`src/rtl/kugelblitz_axil_master_if.sv`:
```
// kugelblitz_axil_master_if: AXI-lite bus (write and read channels) between an initiator and a register slave.
interface kugelblitz_axil_master_if #(
    parameter int AXIL_DATA_WIDTH = 32,
    parameter int AXIL_ADDR_WIDTH = 32,
    parameter int AXIL_STRB_WIDTH = AXIL_DATA_WIDTH / 8
);
    logic [AXIL_ADDR_WIDTH-1:0] awaddr;
    logic [2:0]                 awprot;
    logic                       awvalid;
    logic                       awready;
    logic [AXIL_DATA_WIDTH-1:0] wdata;
    logic [AXIL_STRB_WIDTH-1:0] wstrb;
    logic                       wvalid;
    logic                       wready;
    logic [1:0]                 bresp;
    logic                       bvalid;
    logic                       bready;
    logic [AXIL_ADDR_WIDTH-1:0] araddr;
    logic [2:0]                 arprot;
    logic                       arvalid;
    logic                       arready;
    logic [AXIL_DATA_WIDTH-1:0] rdata;
    logic [1:0]                 rresp;
    logic                       rvalid;
    logic                       rready;

    modport master (
        output awaddr, awprot, awvalid, input awready,
        output wdata, wstrb, wvalid, input wready,
        input bresp, bvalid, output bready,
        output araddr, arprot, arvalid, input arready,
        input rdata, rresp, rvalid, output rready
    );

    modport slave (
        input awaddr, awprot, awvalid, output awready,
        input wdata, wstrb, wvalid, output wready,
        output bresp, bvalid, input bready,
        input araddr, arprot, arvalid, output arready,
        output rdata, rresp, rvalid, input rready
    );
endinterface

```
`src/rtl/kugelblitz_axil_master.sv`:
```
// kugelblitz_axil_master: turns a command/response stream into single outstanding AXI-lite
// accesses, with a response-phase timeout so a hung slave cannot wedge the sequencer.
module kugelblitz_axil_master #(
    parameter int         AXIL_DATA_WIDTH = 32,
    parameter int         AXIL_ADDR_WIDTH = 32,
    parameter int         AXIL_STRB_WIDTH = AXIL_DATA_WIDTH / 8,
    parameter int         TIMEOUT_CYCLES  = 1024,
    parameter logic [2:0] AXIL_PROT       = 3'b010
) (
    input  logic                       clk,
    input  logic                       rst,
    input  logic [AXIL_ADDR_WIDTH-1:0] cmd_addr,
    input  logic [AXIL_DATA_WIDTH-1:0] cmd_data,
    input  logic [AXIL_STRB_WIDTH-1:0] cmd_strb,
    input  logic                       cmd_write,
    input  logic                       cmd_valid,
    output logic                       cmd_ready,
    output logic [AXIL_DATA_WIDTH-1:0] rsp_data,
    output logic [1:0]                 rsp_resp,
    output logic                       rsp_write,
    output logic                       rsp_timeout,
    output logic                       rsp_valid,
    input  logic                       rsp_ready,
    kugelblitz_axil_master_if.master   m_axil
);
    localparam int CW = $clog2(TIMEOUT_CYCLES);

    typedef enum logic [2:0] {IDLE, WR_REQ, RD_REQ, WR_RESP, RD_RESP, RSP, RSP_DRAIN} state_t;

    state_t                     state, state_n;
    logic [AXIL_ADDR_WIDTH-1:0] addr;
    logic [AXIL_DATA_WIDTH-1:0] data;
    logic [AXIL_STRB_WIDTH-1:0] strb;
    logic                       wr;
    logic                       aw_done, w_done, rsp_done, late_done;
    logic [CW-1:0]              cnt;
    logic                       aw_fin, w_fin, resp_in, in_resp, expired, rsp_fin, late_fin;

    assign cmd_ready      = state == IDLE;
    assign m_axil.awaddr  = addr;
    assign m_axil.awprot  = AXIL_PROT;
    assign m_axil.awvalid = state == WR_REQ && !aw_done;
    assign m_axil.wdata   = data;
    assign m_axil.wstrb   = strb;
    assign m_axil.wvalid  = state == WR_REQ && !w_done;
    assign m_axil.araddr  = addr;
    assign m_axil.arprot  = AXIL_PROT;
    assign m_axil.arvalid = state == RD_REQ;
    // After a timeout the ready stays up until the late response has been swallowed.
    assign m_axil.bready  = state == WR_RESP || (state == RSP_DRAIN && wr && !late_done);
    assign m_axil.rready  = state == RD_RESP || (state == RSP_DRAIN && !wr && !late_done);
    assign rsp_valid      = state == RSP || (state == RSP_DRAIN && !rsp_done);
    assign rsp_write      = wr;

    assign aw_fin   = aw_done || m_axil.awready;
    assign w_fin    = w_done || m_axil.wready;
    assign resp_in  = wr ? m_axil.bvalid : m_axil.rvalid;
    assign in_resp  = state == WR_RESP || state == RD_RESP;
    assign expired  = cnt == CW'(TIMEOUT_CYCLES - 1);
    assign rsp_fin  = rsp_done || rsp_ready;
    assign late_fin = late_done || resp_in;

    always_comb begin
        state_n = state;
        case (state)
            IDLE:             state_n = cmd_valid ? (cmd_write ? WR_REQ : RD_REQ) : IDLE;
            WR_REQ:           state_n = aw_fin && w_fin ? WR_RESP : WR_REQ;
            RD_REQ:           state_n = m_axil.arready ? RD_RESP : RD_REQ;
            WR_RESP, RD_RESP: state_n = resp_in ? RSP : expired ? RSP_DRAIN : state;
            RSP:              state_n = rsp_ready ? IDLE : RSP;
            RSP_DRAIN:        state_n = rsp_fin && late_fin ? IDLE : RSP_DRAIN;
            default:          state_n = IDLE;
        endcase
    end

    always_ff @(posedge clk or negedge rst) begin
        if (!rst) begin
            state       <= IDLE;
            addr        <= '0;
            data        <= '0;
            strb        <= '0;
            wr          <= 1'b0;
            aw_done     <= 1'b0;
            w_done      <= 1'b0;
            rsp_done    <= 1'b0;
            late_done   <= 1'b0;
            cnt         <= '0;
            rsp_data    <= '0;
            rsp_resp    <= '0;
            rsp_timeout <= 1'b0;
        end else begin
            state <= state_n;
            if (state == IDLE && cmd_valid) begin
                addr <= cmd_addr;
                data <= cmd_data;
                strb <= cmd_strb;
                wr   <= cmd_write;
            end
            aw_done   <= state == WR_REQ && aw_fin && !w_fin;
            w_done    <= state == WR_REQ && w_fin && !aw_fin;
            cnt       <= in_resp ? cnt + 1'b1 : '0;
            rsp_done  <= state == RSP_DRAIN && rsp_fin && !late_fin;
            late_done <= state == RSP_DRAIN && late_fin && !rsp_fin;
            // A response landing on the final counted cycle still wins over the timeout.
            if (in_resp && (resp_in || expired)) begin
                rsp_resp    <= resp_in ? (wr ? m_axil.bresp : m_axil.rresp) : 2'b11;
                rsp_data    <= resp_in && !wr ? m_axil.rdata : '0;
                rsp_timeout <= !resp_in;
            end
        end
    end
endmodule
```
`src/flat_wrapper.sv`:
```
// flat-port wrapper written by rule: the top's interface ports become plain ports
module kugelblitz_axil_master_flat 
#(
    parameter int         AXIL_DATA_WIDTH = 32,
    parameter int         AXIL_ADDR_WIDTH = 32,
    parameter int         AXIL_STRB_WIDTH = AXIL_DATA_WIDTH / 8,
    parameter int         TIMEOUT_CYCLES  = 1024,
    parameter logic [2:0] AXIL_PROT       = 3'b010
)
  (clk, rst, cmd_addr, cmd_data, cmd_strb, cmd_write, cmd_valid, cmd_ready, rsp_data, rsp_resp, rsp_write, rsp_timeout, rsp_valid, rsp_ready, m_axil_awaddr, m_axil_awprot, m_axil_awvalid, m_axil_awready, m_axil_wdata, m_axil_wstrb, m_axil_wvalid, m_axil_wready, m_axil_bresp, m_axil_bvalid, m_axil_bready, m_axil_araddr, m_axil_arprot, m_axil_arvalid, m_axil_arready, m_axil_rdata, m_axil_rresp, m_axil_rvalid, m_axil_rready);
  kugelblitz_axil_master_if #(.AXIL_DATA_WIDTH(AXIL_DATA_WIDTH), .AXIL_ADDR_WIDTH(AXIL_ADDR_WIDTH), .AXIL_STRB_WIDTH(AXIL_STRB_WIDTH)) m_axil_i ();
  input  logic clk;
  input  logic rst;
  input  logic [AXIL_ADDR_WIDTH-1:0] cmd_addr;
  input  logic [AXIL_DATA_WIDTH-1:0] cmd_data;
  input  logic [AXIL_STRB_WIDTH-1:0] cmd_strb;
  input  logic cmd_write;
  input  logic cmd_valid;
  output logic cmd_ready;
  output logic [AXIL_DATA_WIDTH-1:0] rsp_data;
  output logic [1:0] rsp_resp;
  output logic rsp_write;
  output logic rsp_timeout;
  output logic rsp_valid;
  input  logic rsp_ready;
  output wire logic [$bits(m_axil_i.awaddr)-1:0] m_axil_awaddr;
  output wire logic [$bits(m_axil_i.awprot)-1:0] m_axil_awprot;
  output wire logic [$bits(m_axil_i.awvalid)-1:0] m_axil_awvalid;
  input wire logic [$bits(m_axil_i.awready)-1:0] m_axil_awready;
  output wire logic [$bits(m_axil_i.wdata)-1:0] m_axil_wdata;
  output wire logic [$bits(m_axil_i.wstrb)-1:0] m_axil_wstrb;
  output wire logic [$bits(m_axil_i.wvalid)-1:0] m_axil_wvalid;
  input wire logic [$bits(m_axil_i.wready)-1:0] m_axil_wready;
  input wire logic [$bits(m_axil_i.bresp)-1:0] m_axil_bresp;
  input wire logic [$bits(m_axil_i.bvalid)-1:0] m_axil_bvalid;
  output wire logic [$bits(m_axil_i.bready)-1:0] m_axil_bready;
  output wire logic [$bits(m_axil_i.araddr)-1:0] m_axil_araddr;
  output wire logic [$bits(m_axil_i.arprot)-1:0] m_axil_arprot;
  output wire logic [$bits(m_axil_i.arvalid)-1:0] m_axil_arvalid;
  input wire logic [$bits(m_axil_i.arready)-1:0] m_axil_arready;
  input wire logic [$bits(m_axil_i.rdata)-1:0] m_axil_rdata;
  input wire logic [$bits(m_axil_i.rresp)-1:0] m_axil_rresp;
  input wire logic [$bits(m_axil_i.rvalid)-1:0] m_axil_rvalid;
  output wire logic [$bits(m_axil_i.rready)-1:0] m_axil_rready;
  assign m_axil_awaddr = m_axil_i.awaddr;
  assign m_axil_awprot = m_axil_i.awprot;
  assign m_axil_awvalid = m_axil_i.awvalid;
  assign m_axil_i.awready = m_axil_awready;
  assign m_axil_wdata = m_axil_i.wdata;
  assign m_axil_wstrb = m_axil_i.wstrb;
  assign m_axil_wvalid = m_axil_i.wvalid;
  assign m_axil_i.wready = m_axil_wready;
  assign m_axil_i.bresp = m_axil_bresp;
  assign m_axil_i.bvalid = m_axil_bvalid;
  assign m_axil_bready = m_axil_i.bready;
  assign m_axil_araddr = m_axil_i.araddr;
  assign m_axil_arprot = m_axil_i.arprot;
  assign m_axil_arvalid = m_axil_i.arvalid;
  assign m_axil_i.arready = m_axil_arready;
  assign m_axil_i.rdata = m_axil_rdata;
  assign m_axil_i.rresp = m_axil_rresp;
  assign m_axil_i.rvalid = m_axil_rvalid;
  assign m_axil_rready = m_axil_i.rready;
  kugelblitz_axil_master #(.AXIL_DATA_WIDTH(AXIL_DATA_WIDTH), .AXIL_ADDR_WIDTH(AXIL_ADDR_WIDTH), .AXIL_STRB_WIDTH(AXIL_STRB_WIDTH), .TIMEOUT_CYCLES(TIMEOUT_CYCLES), .AXIL_PROT(AXIL_PROT)) u_core (.clk(clk), .rst(rst), .cmd_addr(cmd_addr), .cmd_data(cmd_data), .cmd_strb(cmd_strb), .cmd_write(cmd_write), .cmd_valid(cmd_valid), .cmd_ready(cmd_ready), .rsp_data(rsp_data), .rsp_resp(rsp_resp), .rsp_write(rsp_write), .rsp_timeout(rsp_timeout), .rsp_valid(rsp_valid), .rsp_ready(rsp_ready), .m_axil(m_axil_i));
endmodule
```
`config.mk`:
```
export PLATFORM = sky130hd
export DESIGN_NAME = kugelblitz_axil_master_flat
export DESIGN_NICKNAME = d
export VERILOG_FILES = /design/src/rtl/kugelblitz_axil_master_if.sv /design/src/rtl/kugelblitz_axil_master.sv /design/src/flat_wrapper.sv
export SDC_FILE = /design/constraint.sdc
export NUM_CORES = 1
export LEC_CHECK = 0
export BUFFER_PORTS_ARGS = -buffer_cell sky130_fd_sc_hd__buf_2
export CAP_MARGIN = 20
export CORE_MARGIN = 2
export CORE_UTILIZATION = 46
export CTS_CLUSTER_DIAMETER = 120
export DETAILED_ROUTE_END_ITERATION = 7
export HOLD_SLACK_MARGIN = 0.05
export PLACE_DENSITY = 0.81
export SLEW_MARGIN = 20
export SYNTH_ARGS = -nofsm -noshare
export SYNTH_HDL_FRONTEND = slang
export SYNTH_SLANG_ARGS = --single-unit
```
`constraint.sdc`:
```
create_clock -name clk -period 2 [get_ports clk]
set_input_delay 0.3 -clock clk [delete_from_list [all_inputs] [get_ports clk]]
set_output_delay 0.3 -clock clk [all_outputs]
set_load 0.01 [all_outputs]
```
After elaboration in Yosys (flattened, before gate mapping)

Index checks and enable logic that the tools add are counted.

Multiplexer cells: 14
Reduce and logical (&&, ||, !) cells: 41
Add/sub/neg operators: 1
Equality and inequality tests: 8

Operator list:

| cell                    | count |
|---|---|
| $mux W32                | 1 |
| $logic_and A1 B1 Y1     | 20 |
| $mux W3                 | 6 |
| $pmux W3 S6             | 1 |
| $add A10 B1 Y10 const B | 1 |
| $eq A10 B10 Y1 const B  | 1 |
| $logic_not A1 Y1        | 10 |
| $mux W10                | 1 |
| $eq A3 B3 Y1 const B    | 3 |
| $logic_or A1 B1 Y1      | 9 |
| $mux W2                 | 4 |
| $eq A3 B2 Y1 const B    | 2 |
| $eq A3 B1 Y1 const B    | 1 |
| $logic_not A3 Y1        | 1 |
| $ne A3 B1 Y1 const B    | 1 |
| $reduce_or A2 Y1        | 1 |
| $mux W1                 | 1 |

Word-level logic and storage cells: 77
Input port bits: 114
Register bits after elaboration: 121
Output and inout bits: 149

Depth between registers and ports, before layout

Gate-level depths: netlist (run 1).

Depth in word-level cells: 5
Mapped depth: 9
Depth with buffers taken out: 6

Worst setup path after synthesis (run 1)

No wires, ideal clock.

Path kind: reg2reg
Start point: register u_core.state[1]
End point: register u_core.addr[0] (netlist: u_core.m_axil.araddr[0])
Setup slack: 0.217 ns
Stages on the path, launching flop included: 7
Clock period less this slack: 1.783 ns
Setup time: 0.127 ns
Arrival time: 1.656 ns
Cell sequence: dfrtp_1 > nor3_1 > and2_1 > buf_4 > buf_6 > buf_8 > mux2_1

Word-level cells in the longest chain between the ends: 2

Ends and longest elaborated chain:

| item                   | RTL line                     | RTL |
|---|---|---|
| from (decl)            | kugelblitz_axil_master.sv:30 | `state_t state, state_n;` |
| from (signal assigned) | kugelblitz_axil_master.sv:92 | `state <= state_n;` |
| $logic_not A3 Y1       | --                           |  |
| via cmd_ready          | flat_wrapper.sv:19           | `output logic cmd_ready;` |
| $logic_and A1 B1 Y1    | kugelblitz_axil_master.sv:93 | `if (state == IDLE && cmd_valid) begin` |
| to (signal assigned)   | kugelblitz_axil_master.sv:94 | `addr <= cmd_addr;` |
| to (decl)              | kugelblitz_axil_master.sv:31 | `logic [AXIL_ADDR_WIDTH-1:0] addr;` |

The timed path passes the listed nets, and every way through them passes these cells.
A chain may end at the register's enable or synchronous reset.

Final worst setup path (run 1)

Start point: register u_core.state[0]
End point: output rsp_valid

Word-level cells in the longest chain between the ends: 3
Elaborated cells between the ends (all ways): 4
Those cells by class: eq/ne (2); reduce/logical (2)

Ends and longest elaborated chain:

| item                 | RTL line                     | RTL |
|---|---|---|
| $eq A3 B3 Y1         | kugelblitz_axil_master.sv:52 | `assign rsp_valid = state == RSP \|\| (state == RSP_DRAIN && !rsp_done);` |
| $logic_and A1 B1 Y1  | kugelblitz_axil_master.sv:52 |  |
| $logic_or A1 B1 Y1 * | kugelblitz_axil_master.sv:52 |  |
| to (decl)            | flat_wrapper.sv:24           | `output logic rsp_valid;` |

Mark *: on every way between the ends. The rest lies on a longest branch, timed or not.

==> run_results.csv, run 1 <==
group,metric,value,unit
synthesis,synth_top_area_share,55.5,%
worst_setup_path,path_class,"flop to output pin",
detailed_routing,route.detailed.vias_per_inst,4.93,
job,maxCapViolCount,0,
floorplanning,die_h,113,um
detailed_routing,postRouteAntennaNets,0,
worst_setup_path,start_kind,"flop",
hold_path,min_from,"m_axil_wready",
detailed_routing,drt_pre_antenna_iters,8,
synthesis,ys_seq_area_share,55.5,%
power_and_ir_drop,swShare,35.3,%
sta,timing.final.ws_setup,0.129,ns
synthesis,synth_edf_count,0,
outcome,violations,"DRC",
floorplanning,ios,263,
finish,seqCellArea,3030,um^2
finish,multi_input_comb_area,1820,um^2
detailed_routing,drt_iter0_drc,269,
sta,finalSetupViolCount,0,
worst_setup_path,r2r_end,"u_core.rsp_data[8]",
worst_setup_path,reg2reg_depth,7,
power_and_ir_drop,combPwrFrac,39.4,%
clocking,cts_tree,"built",
synthesis,synth_cells,442,
sta,hold_viol_final,0,
worst_setup_path,regToRegStartpoint,"u_core.cnt[0]",
worst_setup_path,worstPathArrival,1.57,ns
power_and_ir_drop,p_total,11.9,mW
synthesis,syn_area_per_cell,12.4,um^2
outcome,status,"finished with violations",
finish,final_net_count,792,
worst_setup_path,endpoint_kind,"output pin",
placed_design,post-place-ws,0.154,ns
power_and_ir_drop,clockPowerShare,25.6,%
placed_design,dp_hpwl,9.83,mm
finish,postLayoutCoreUtil,62.7,%
global_routing,first_global_vias,4190,
synthesis,async_flop_share,100,%
global_routing,grtUsageTotal,21.0,%
global_routing,grt_max_degree,52,
sta,fmax,535,MHz
detailed_routing,vias,4104,
finish,diodes,0,
sta,slew_viol_final,0,
hold_path,hold_path_class,"input pin to flop",
floorplanning,dieArea,12800,um^2
finish,fillers,921,
detailed_routing,drc,19,
clocking,cts_buffer_depth,2,
finish,layout-drive-gt1-share,58.6,%
placed_design,dp.cells,797,
finish,fin_cells,833,
power_and_ir_drop,power_density,1650,nW/um^2
hold_path,worstHoldEndpoint,"u_core.aw_done",
sta,finClkSkew,0.00778,ns
worst_setup_path,cp.required,1.70,ns
sta,period_share,93.5,%
detailed_routing,routed_wl,13.3,mm
clocking,clockRootBuffer,"clkbuf_16",
power_and_ir_drop,leakage,3.59,nW
clocking,clock-sinks,121,
synthesis,synth.distinct_cells,47,
finish,final_cell_mix,"buf_2 (255), dfrtp_1 (119), mux2_2 (59)",
global_routing,grt_pass1_wl,21.0,mm
sta,layout_min_cycle_time,1.87,ns
worst_setup_path,reg2reg_setup_slack,0.17,ns
placed_design,gp_congestion,0.808,
hold_path,min_path_cells,2,
synthesis,ys_warn_count,0,
floorplanning,start_util,47.4,%
worst_setup_path,cp_max_fo,10,
floorplanning,num_rows,39,
global_routing,antenna_found_initial,1,
clocking,path_clk_slew,0.06,ns
clocking,cts_buffers,17,
power_and_ir_drop,p_switching,4.21,mW
placed_design,port_buffers,256,
detailed_routing,drt-wirelength-per-cell,15.9,um
power_and_ir_drop,vdd_drop_max,0.607,mV
synthesis,synthesis.area,5460,um^2
power_and_ir_drop,p_seq_share,35.0,%
synthesis,synth_ff_type,"dfrtp_1",
global_routing,overflow,0,
power_and_ir_drop,internal-power,7.73,mW
synthesis,yosysTopAreaCell,"dfrtp_1",
floorplanning,core,11500,um^2
finish,layout_commonest_cell,"buf_2",
finish,area_delta_synth_final,32.3,%
synthesis,ys_ff_latch,121,
clocking,htreeDepth,4,
clocking,clock_latency,0.41,ns
floorplanning,dieWidth,113,um
synthesis,ys_top_cells_by_area,"dfrtp_1 (55%), mux2_2 (12%), buf_4 (6.2%)",
[sequential cells by signal (all words and copies together), names as in the netlist]
signal / cells
u_core.m_axil.araddr: 32
u_core.m_axil.wdata: 32
u_core.rsp_data: 32
u_core.cnt: 10
u_core.m_axil.wstrb: 4
u_core.state: 3
u_core.rsp_resp: 2
u_core.aw_done: 1
u_core.late_done: 1
u_core.rsp_done: 1
u_core.rsp_timeout: 1
u_core.rsp_write: 1
u_core.w_done: 1
[worst max path at each step]
| stage | from | to | slack (ns) | depth (start not counted) |
|---|---|---|---|---|
| 2_1_floorplan | u_core.state[1] | u_core.m_axil.araddr[0] | 0.22 | 6 |
| 3_3_place_gp | u_core.state[1] | u_core.m_axil.wdata[25] | 0.21 | 4 |
| 3_5_place_dp | u_core.cnt[0] | u_core.rsp_data[18] | 0.15 | 7 |
| 4_1_cts | u_core.state[2] | m_axil_bready | 0.03 | 4 |
| 5_1_grt | u_core.cnt[0] | u_core.rsp_data[12] | -0.005 | 7 |
| 6_report | u_core.state[0] | rsp_valid | 0.13 | 5 |
[metrics by stage]
| stage | TNS (ns) | area, um^2 | hold WS, ns |
|---|---|---|---|
| after floorplan | 0 | 5470 | 0.00441 |
| after global placement | 0 | 6590 | 0.222 |
| after detailed placement | 0 | 6590 | 0.226 |
| after CTS | 0 | 7200 | 0.0544 |
| after global routing | -0.00484 | 7220 | 0.0636 |
| final | 0 | 7220 | 0.0688 |
[worst max-delay path, cell delays in order (launching register included)]
cell,delay (ns)
dfrtp_1,0.38
buf_4,0.17
nand2b_1,0.18
o21ai_0,0.17
and2_1,0.14
buf_2,0.12
[Yosys cell counts (3+ instances only)]
cell,instances
xor2_1,4
buf_6,5
buf_2,5
nand2_1,8
nand2b_1,4
mux2_1,10
nand4_1,3
nor2_1,17
inv_1,34
nor4_1,3
nand3_1,17
o21ai_2,12
o21ai_0,7
and2_1,4
mux2_2,59
dfrtp_1,121
nor2b_1,3
a21oi_1,8
o21ai_1,17
buf_4,45
nand3_2,17
nor3_1,4
buf_12,3
xnor2_1,3
o21bai_1,3
[logic make-up after synthesis]
family / after synthesis / synth area share (%)
adders and majority gates: 1 / 0.229
AOI/OAI and AO/OA: 55 / 6.85
muxes: 71 / 14.6
buffers and inverters: 96 / 11.6
DFF: 121 / 55.5
other: 2 / 0.138
and+or+nand+nor: 89 / 9.99
xor gates and xnor gates: 7 / 1.12
[repair_timing]
item | CTS | global route
buffers inserted | 0 | 3
hold buffers | 1 | 0
endpoints found under the setup margin | 0 | 5
gates resized for setup | 0 | 3
endpoints found under the hold margin | 20 | 0
[power by group through the flow]
stage | logic, mW | clock network (mW) | registers (mW)
final | 4.71 | 3.05 | 4.17
after global routing | 5.08 | 3.21 | 4.31
after CTS | 4.75 | 3.11 | 4.17
after detailed placement | 4.72 | 0 | 4.18
after global placement | 4.61 | 0 | 4.12
after floorplan | 2.85 | 0 | 4.55
[cell type report]
class | count | area share (%)
Timing Repair Buffer | 274 | 20.4
Multi-Input combinational cell | 229 | 25.2
Tap cell | 143 | 2.48
Sequential cell | 121 | 42.0
Inverter | 34 | 1.77
Clock inverter | 13 | 2.11
Clock buffer | 19 | 6.13
[per-layer routing]
metal / up-vias / part of all wire [%] / GRT usage (%)
li1: 1920 / - / -
met1: 1977 / 38 / 24.6
met2: 184 / 51 / 35.7
met3: 23 / 8.3 / 7.07
met4: 0 / 1.9 / 8.13
met5: - / 0 / 0
(Power assumes the default switching activity.)
==> run 2: changes to the inputs <==
--- a/config.mk
+++ b/config.mk
@@ -5,7 +5,7 @@
 export SDC_FILE = /design/constraint.sdc
 export NUM_CORES = 1
 export LEC_CHECK = 0
-export BUFFER_PORTS_ARGS = -buffer_cell sky130_fd_sc_hd__buf_2
+export BUFFER_PORTS_ARGS = -buffer_cell sky130_fd_sc_hd__clkbuf_2
 export CAP_MARGIN = 20
 export CORE_MARGIN = 2
 export CORE_UTILIZATION = 46
==> run 2 against run 1 <==
The run still ends with DRC left. Fmax shrank 2.6%. Sequential cell count unchanged. Design area down 0.10%. Critical path type unchanged.
==> run_results.csv, run 2 (synthesis results as in run 1) <==
group,metric,value,unit
finish,fin_cells,832,
hold_path,hold_path_class,"input pin to flop",
detailed_routing,routed_wl,12.8,mm
clocking,clockRootBuffer,"clkbuf_16",
power_and_ir_drop,leakage,3.62,nW
clocking,path_clk_slew,0.05,ns
global_routing,antenna_found_initial,0,
finish,area_delta_synth_final,32.2,%
sta,finalSetupViolCount,0,
job,maxCapViolCount,0,
worst_setup_path,path_class,"flop to output pin",
global_routing,grt_max_degree,122,
clocking,cts_buffer_depth,2,
sta,timing.setup.tns,0,ns
placed_design,port_buffers,256,
placed_design,dp.cells,796,
worst_setup_path,cp_max_fo,11,
outcome,status,"finished with violations",
finish,layout-drive-gt1-share,58.3,%
detailed_routing,drc,19,
sta,slew_headroom,54.4,%
placed_design,gp_congestion,0.783,
global_routing,first_global_vias,4082,
floorplanning,dieArea,12800,um^2
clocking,clock-sinks,121,
outcome,violations,"DRC",
floorplanning,start_util,47.4,%
sta,layout_min_cycle_time,1.92,ns
detailed_routing,route.detailed.vias_per_inst,4.84,
finish,final_net_count,791,
global_routing,grtUsageTotal,20.0,%
sta,whs,0.0737,ns
sta,timing.final.ws_setup,0.0801,ns
power_and_ir_drop,vdd_drop_max,0.710,mV
sta,fmax,521,MHz
finish,diodes,0,
sta,tightest_slew,0.684,ns
worst_setup_path,endpoint,"m_axil_awvalid",
clocking,clock_latency,0.41,ns
sta,period_share,96.0,%
floorplanning,dieWidth,113,um
detailed_routing,drt_iter0_drc,335,
sta,finClkSkew,0.00934,ns
detailed_routing,drt-wirelength-per-cell,15.4,um
worst_setup_path,start_kind,"flop",
sta,slew_viol_final,0,
clocking,cts_tree,"built",
floorplanning,core,11500,um^2
clocking,cts_buffers,17,
sta,hold_viol_final,0,
detailed_routing,postRouteAntennaNets,0,
global_routing,overflow,0,
worst_setup_path,worstPathArrival,1.62,ns
power_and_ir_drop,power_density,1660,nW/um^2
detailed_routing,drt_pre_antenna_iters,8,
placed_design,post-place-ws,0.109,ns
worst_setup_path,reg2reg_depth,4,
finish,fillers,905,
worst_setup_path,reg2reg_setup_slack,0.16,ns
finish,layout_commonest_cell,"clkbuf_2",
floorplanning,num_rows,39,
hold_path,min_from,"m_axil_awready",
worst_setup_path,regToRegStartpoint,"u_core.state[0]",
worst_setup_path,endpoint_kind,"output pin",
worst_setup_path,crit_start,"u_core.state[0]",
detailed_routing,vias,4027,
placed_design,dp_hpwl,9.63,mm
worst_setup_path,cp.required,1.70,ns
finish,final_cell_mix,"clkbuf_2 (255), dfrtp_1 (120), mux2_2 (59)",
clocking,htreeDepth,4,
sta,rsz0062_at_grt,"no",
global_routing,grt_pass1_wl,19.9,mm
worst_setup_path,r2r_end,"u_core.m_axil.wdata[22]",
floorplanning,ios,263,
floorplanning,die_h,113,um
-- run 2: cell count changes in the layout (fill, tap and decap cells not counted) --
cell / before / now
clkbuf_2: 0 / 255
clkinvlp_4: 5 / 4
inv_6: 0 / 2
nor3_2: 1 / 0
nor3_4: 0 / 1
buf_12: 4 / 3
clkinv_2: 5 / 2
dfrtp_2: 2 / 1
clkbuf_8: 1 / 0
a21boi_0: 0 / 1
dfrtp_1: 119 / 120
clkinv_4: 0 / 3
a21boi_1: 1 / 0
buf_2: 255 / 0
-- run 2: layer usage --
metal  up-vias  global-route usage [%]  routed length [um]
met4         0                    10.2                 437
met5         -                       0                   0
met1      1884                    23.1                4930
met3        33                    5.36                 936
li1       1917                       -                   -
met2       193                    34.2                6530
-- run 2: timing repair --
action | in CTS | in global routing
hold buffers | 1 | 0
buffers inserted | 0 | 3
setup endpoints to repair | 0 | 9
resized for setup | 0 | 2
endpoints found under the hold margin | 121 | 0
-- run 2: worst max-delay path, cell delays in order (launching register included) --
cell      delay [ns]
dfrtp_1         0.54
or3b_4          0.45
nor2_1          0.10
clkbuf_2        0.14
-- run 2: area by class of cell --
type | instances | area (um^2) | area share (%)
Clock buffer | 18 | 429 | 5.95
Clock inverter | 14 | 174 | 2.41
Inverter | 34 | 128 | 1.77
Multi-Input combinational cell | 229 | 1830 | 25.3
Sequential cell | 121 | 3030 | 42.0
Tap cell | 143 | 179 | 2.48
Timing Repair Buffer | 273 | 1450 | 20.1
-- run 2: power by group --
part	internal (mW)	total (mW)	switching, mW
clock	1.97	3.09	1.12
combinational	2.24	4.68	2.45
sequential	3.49	4.23	0.738
total	7.69	12.0	4.31
-- run 2: metrics by stage --
step | power, mW | instance area, um^2 | utilization [%]
2_1_floorplan | 7.41 | 5470 | -
5_1_grt | 12.7 | 7220 | 62.7
3_5_place_dp | 8.96 | 6570 | 57.1
3_3_place_gp | 8.77 | 6570 | 57.1
6_report | 12.0 | 7220 | 62.7
4_1_cts | 12.1 | 7190 | 62.4
-- run 2: worst min path at each step --
stage,depth (start not counted),to
floorplan,0,u_core.aw_done
global placement,2,u_core.rsp_resp[0]
detailed placement,2,u_core.rsp_resp[0]
CTS,2,u_core.w_done
global route,2,u_core.aw_done
finish,2,u_core.w_done
==> run 3: changes to the inputs <==
--- a/config.mk
+++ b/config.mk
@@ -7,12 +7,14 @@
 export LEC_CHECK = 0
 export BUFFER_PORTS_ARGS = -buffer_cell sky130_fd_sc_hd__clkbuf_2
 export CAP_MARGIN = 20
+export CORE_ASPECT_RATIO = 0.75
 export CORE_MARGIN = 2
 export CORE_UTILIZATION = 46
 export CTS_CLUSTER_DIAMETER = 120
 export DETAILED_ROUTE_END_ITERATION = 7
 export HOLD_SLACK_MARGIN = 0.05
 export PLACE_DENSITY = 0.81
+export RECOVER_POWER = 50
 export SLEW_MARGIN = 20
 export SYNTH_ARGS = -nofsm -noshare
 export SYNTH_HDL_FRONTEND = slang
==> constraint.sdc (replaced) <==
create_clock -name clk -period 2.1 [get_ports clk]
set_input_delay 0.315 -clock clk [delete_from_list [all_inputs] [get_ports clk]]
set_output_delay 0.315 -clock clk [all_outputs]
set_load 0.01 [all_outputs]
==> run 3 against run 2 <==
Clock power is 4% lower. Die area about the same. Critical path depth grew 1. Cell count up 1.4%. Global-route usage increased by 0.19 points. Worst setup slack improved by 0.071 ns. Design area decreased by 1.5%. Clock skew down 0.0041 ns. Worst hold slack improved by 0.024 ns. Non-clock buffer count is 5 lower. First-iteration DRC count fell by 56%. Via count down 0.35%. The run now ends clean.
==> run_results.csv, run 3 (synthesis results as in run 1) <==
group,metric,value,unit
sta,rsz0062_at_grt,"no",
worst_setup_path,cp_max_fo,49,
worst_setup_path,endpoint_kind,"flop",
global_routing,antenna_found_initial,0,
clocking,cts_tree,"built",
floorplanning,core,11600,um^2
detailed_routing,drt-wirelength-per-cell,15.2,um
detailed_routing,routed_wl,12.9,mm
worst_setup_path,reg2reg_depth,4,
clocking,clockRootBuffer,"clkbuf_16",
sta,period_share,92.8,%
finish,final_net_count,786,
sta,finalSetupViolCount,0,
hold_path,hold_path_class,"input pin to flop",
global_routing,first_global_vias,3993,
worst_setup_path,reg2reg_setup_slack,0.15,ns
clocking,clock_latency,0.40,ns
floorplanning,dieArea,12800,um^2
sta,finClkSkew,0.00520,ns
global_routing,overflow,0,
worst_setup_path,worstPathArrival,2.23,ns
power_and_ir_drop,leakage,3.36,nW
detailed_routing,drt_pre_antenna_iters,4,
sta,timing.setup.tns,0,ns
placed_design,post-place-ws,0.171,ns
sta,slew_headroom,24.3,%
placed_design,place_area,6580,um^2
placed_design,dp_hpwl,9.88,mm
clocking,cts_buffer_depth,2,
sta,slew_viol_final,0,
finish,layout_commonest_cell,"clkbuf_2",
floorplanning,dieWidth,130,um
power_and_ir_drop,vdd_drop_max,0.673,mV
placed_design,gp_congestion,0.865,
finish,design_area,7110,um^2
finish,layout-drive-gt1-share,47.7,%
global_routing,grt_pass1_wl,19.8,mm
placed_design,port_buffers,256,
clocking,htreeDepth,4,
worst_setup_path,start_kind,"flop",
finish,diodes,0,
detailed_routing,drc,0,
worst_setup_path,path_class,"flop to flop",
sta,timing.final.ws_setup,0.151,ns
global_routing,grt_max_degree,50,
clocking,cts_buffers,17,
detailed_routing,route.detailed.vias_per_inst,4.75,
outcome,status,"finished clean",
floorplanning,die_h,98.3,um
detailed_routing,vias,4013,
global_routing,grtUsageTotal,20.2,%
finish,fillers,975,
sta,layout_min_cycle_time,1.95,ns
hold_path,min_path_cells,2,
sta,hold_viol_final,0,
sta,tightest_slew,1.14,ns
clocking,clock-sinks,121,
detailed_routing,postRouteAntennaNets,0,
floorplanning,num_rows,34,
clocking,path_clk_slew,0.05,ns
floorplanning,start_util,47.2,%
finish,final_cell_mix,"clkbuf_2 (190), dfrtp_1 (120), clkbuf_1 (71)",
job,maxCapViolCount,0,
finish,area_delta_synth_final,30.2,%
worst_setup_path,cp.required,2.38,ns
sta,whs,0.0977,ns
power_and_ir_drop,power_density,1580,nW/um^2
detailed_routing,drt_iter0_drc,146,
floorplanning,ios,263,
sta,fmax,513,MHz
## run 3: changes by cell type in the layout (fill, tap and decap cells not counted), sizes merged
cell,previous run,this run
clkinv,5,2
inv,36,34
buf,17,7
clkinvlp,4,2
clkbuf,273,283
## run 3: power by group
part / leakage, nW / switching, mW / total, mW / internal (mW)
clock: 0.297 / 0.964 / 2.97 / 2.01
combinational: 1.56 / 2.28 / 4.17 / 1.89
sequential: 1.51 / 0.730 / 4.06 / 3.33
## run 3: worst paths after layout
path	start	to
setup / recovery	u_core.state[1]	u_core.m_axil.araddr[7]
hold / removal	m_axil_wready	u_core.aw_done
setup reg to reg	u_core.state[1]	u_core.m_axil.araddr[7]
hold reg to reg	u_core.w_done	u_core.aw_done
max in group asynchronous	rst	u_core.cnt[7]
min in group asynchronous	rst	u_core.rsp_data[1]
## run 3: critical path, cell delays in order, from the launching register on
cell and delay, ns:
dfrtp_1 0.50, nor3_1 0.33, and2_2 0.30, buf_12 0.27, mux2_2 0.38
## run 3: layout make-up
| type | instances | area, um^2 | share of cell area, % |
|---|---|---|---|
| sequential | 121 | 3030 | 42.6 |
| multi-input combinational | 229 | 1820 | 25.6 |
| timing repair buffer | 268 | 1310 | 18.5 |
| clock buffer | 23 | 498 | 7.01 |
| tap | 162 | 203 | 2.85 |
| inverter | 34 | 128 | 1.80 |
| clock inverter | 7 | 115 | 1.62 |
## run 3: through the flow
stage / std cells / total power, mW / util, %
2_1_floorplan: 446 / 7.06 / -
6_report: 844 / 11.2 / 61.4
5_1_grt: 844 / 11.9 / 61.4
4_1_cts: 844 / 11.5 / 62.3
3_3_place_gp: 813 / 8.26 / 56.9
3_5_place_dp: 813 / 8.47 / 56.9
## run 3: what timing repair did
item	in CTS	in global routing
hold buffers	1	0
gates resized for setup	0	1
hold endpoints to repair	38	0
endpoints found under the setup margin	0	1
setup buffers	0	0
## run 3: per-layer routing
| layer | share of wire [%] | wire length (um) | GRT usage [%] | vias up |
|---|---|---|---|---|
| li1 | - | - | - | 1896 |
| met1 | 42 | 5350 | 24.8 | 1935 |
| met2 | 49 | 6350 | 33.3 | 161 |
| met3 | 6.8 | 877 | 5.86 | 21 |
| met4 | 2.1 | 273 | 8.27 | 0 |
| met5 | 0 | 0 | 0 | - |
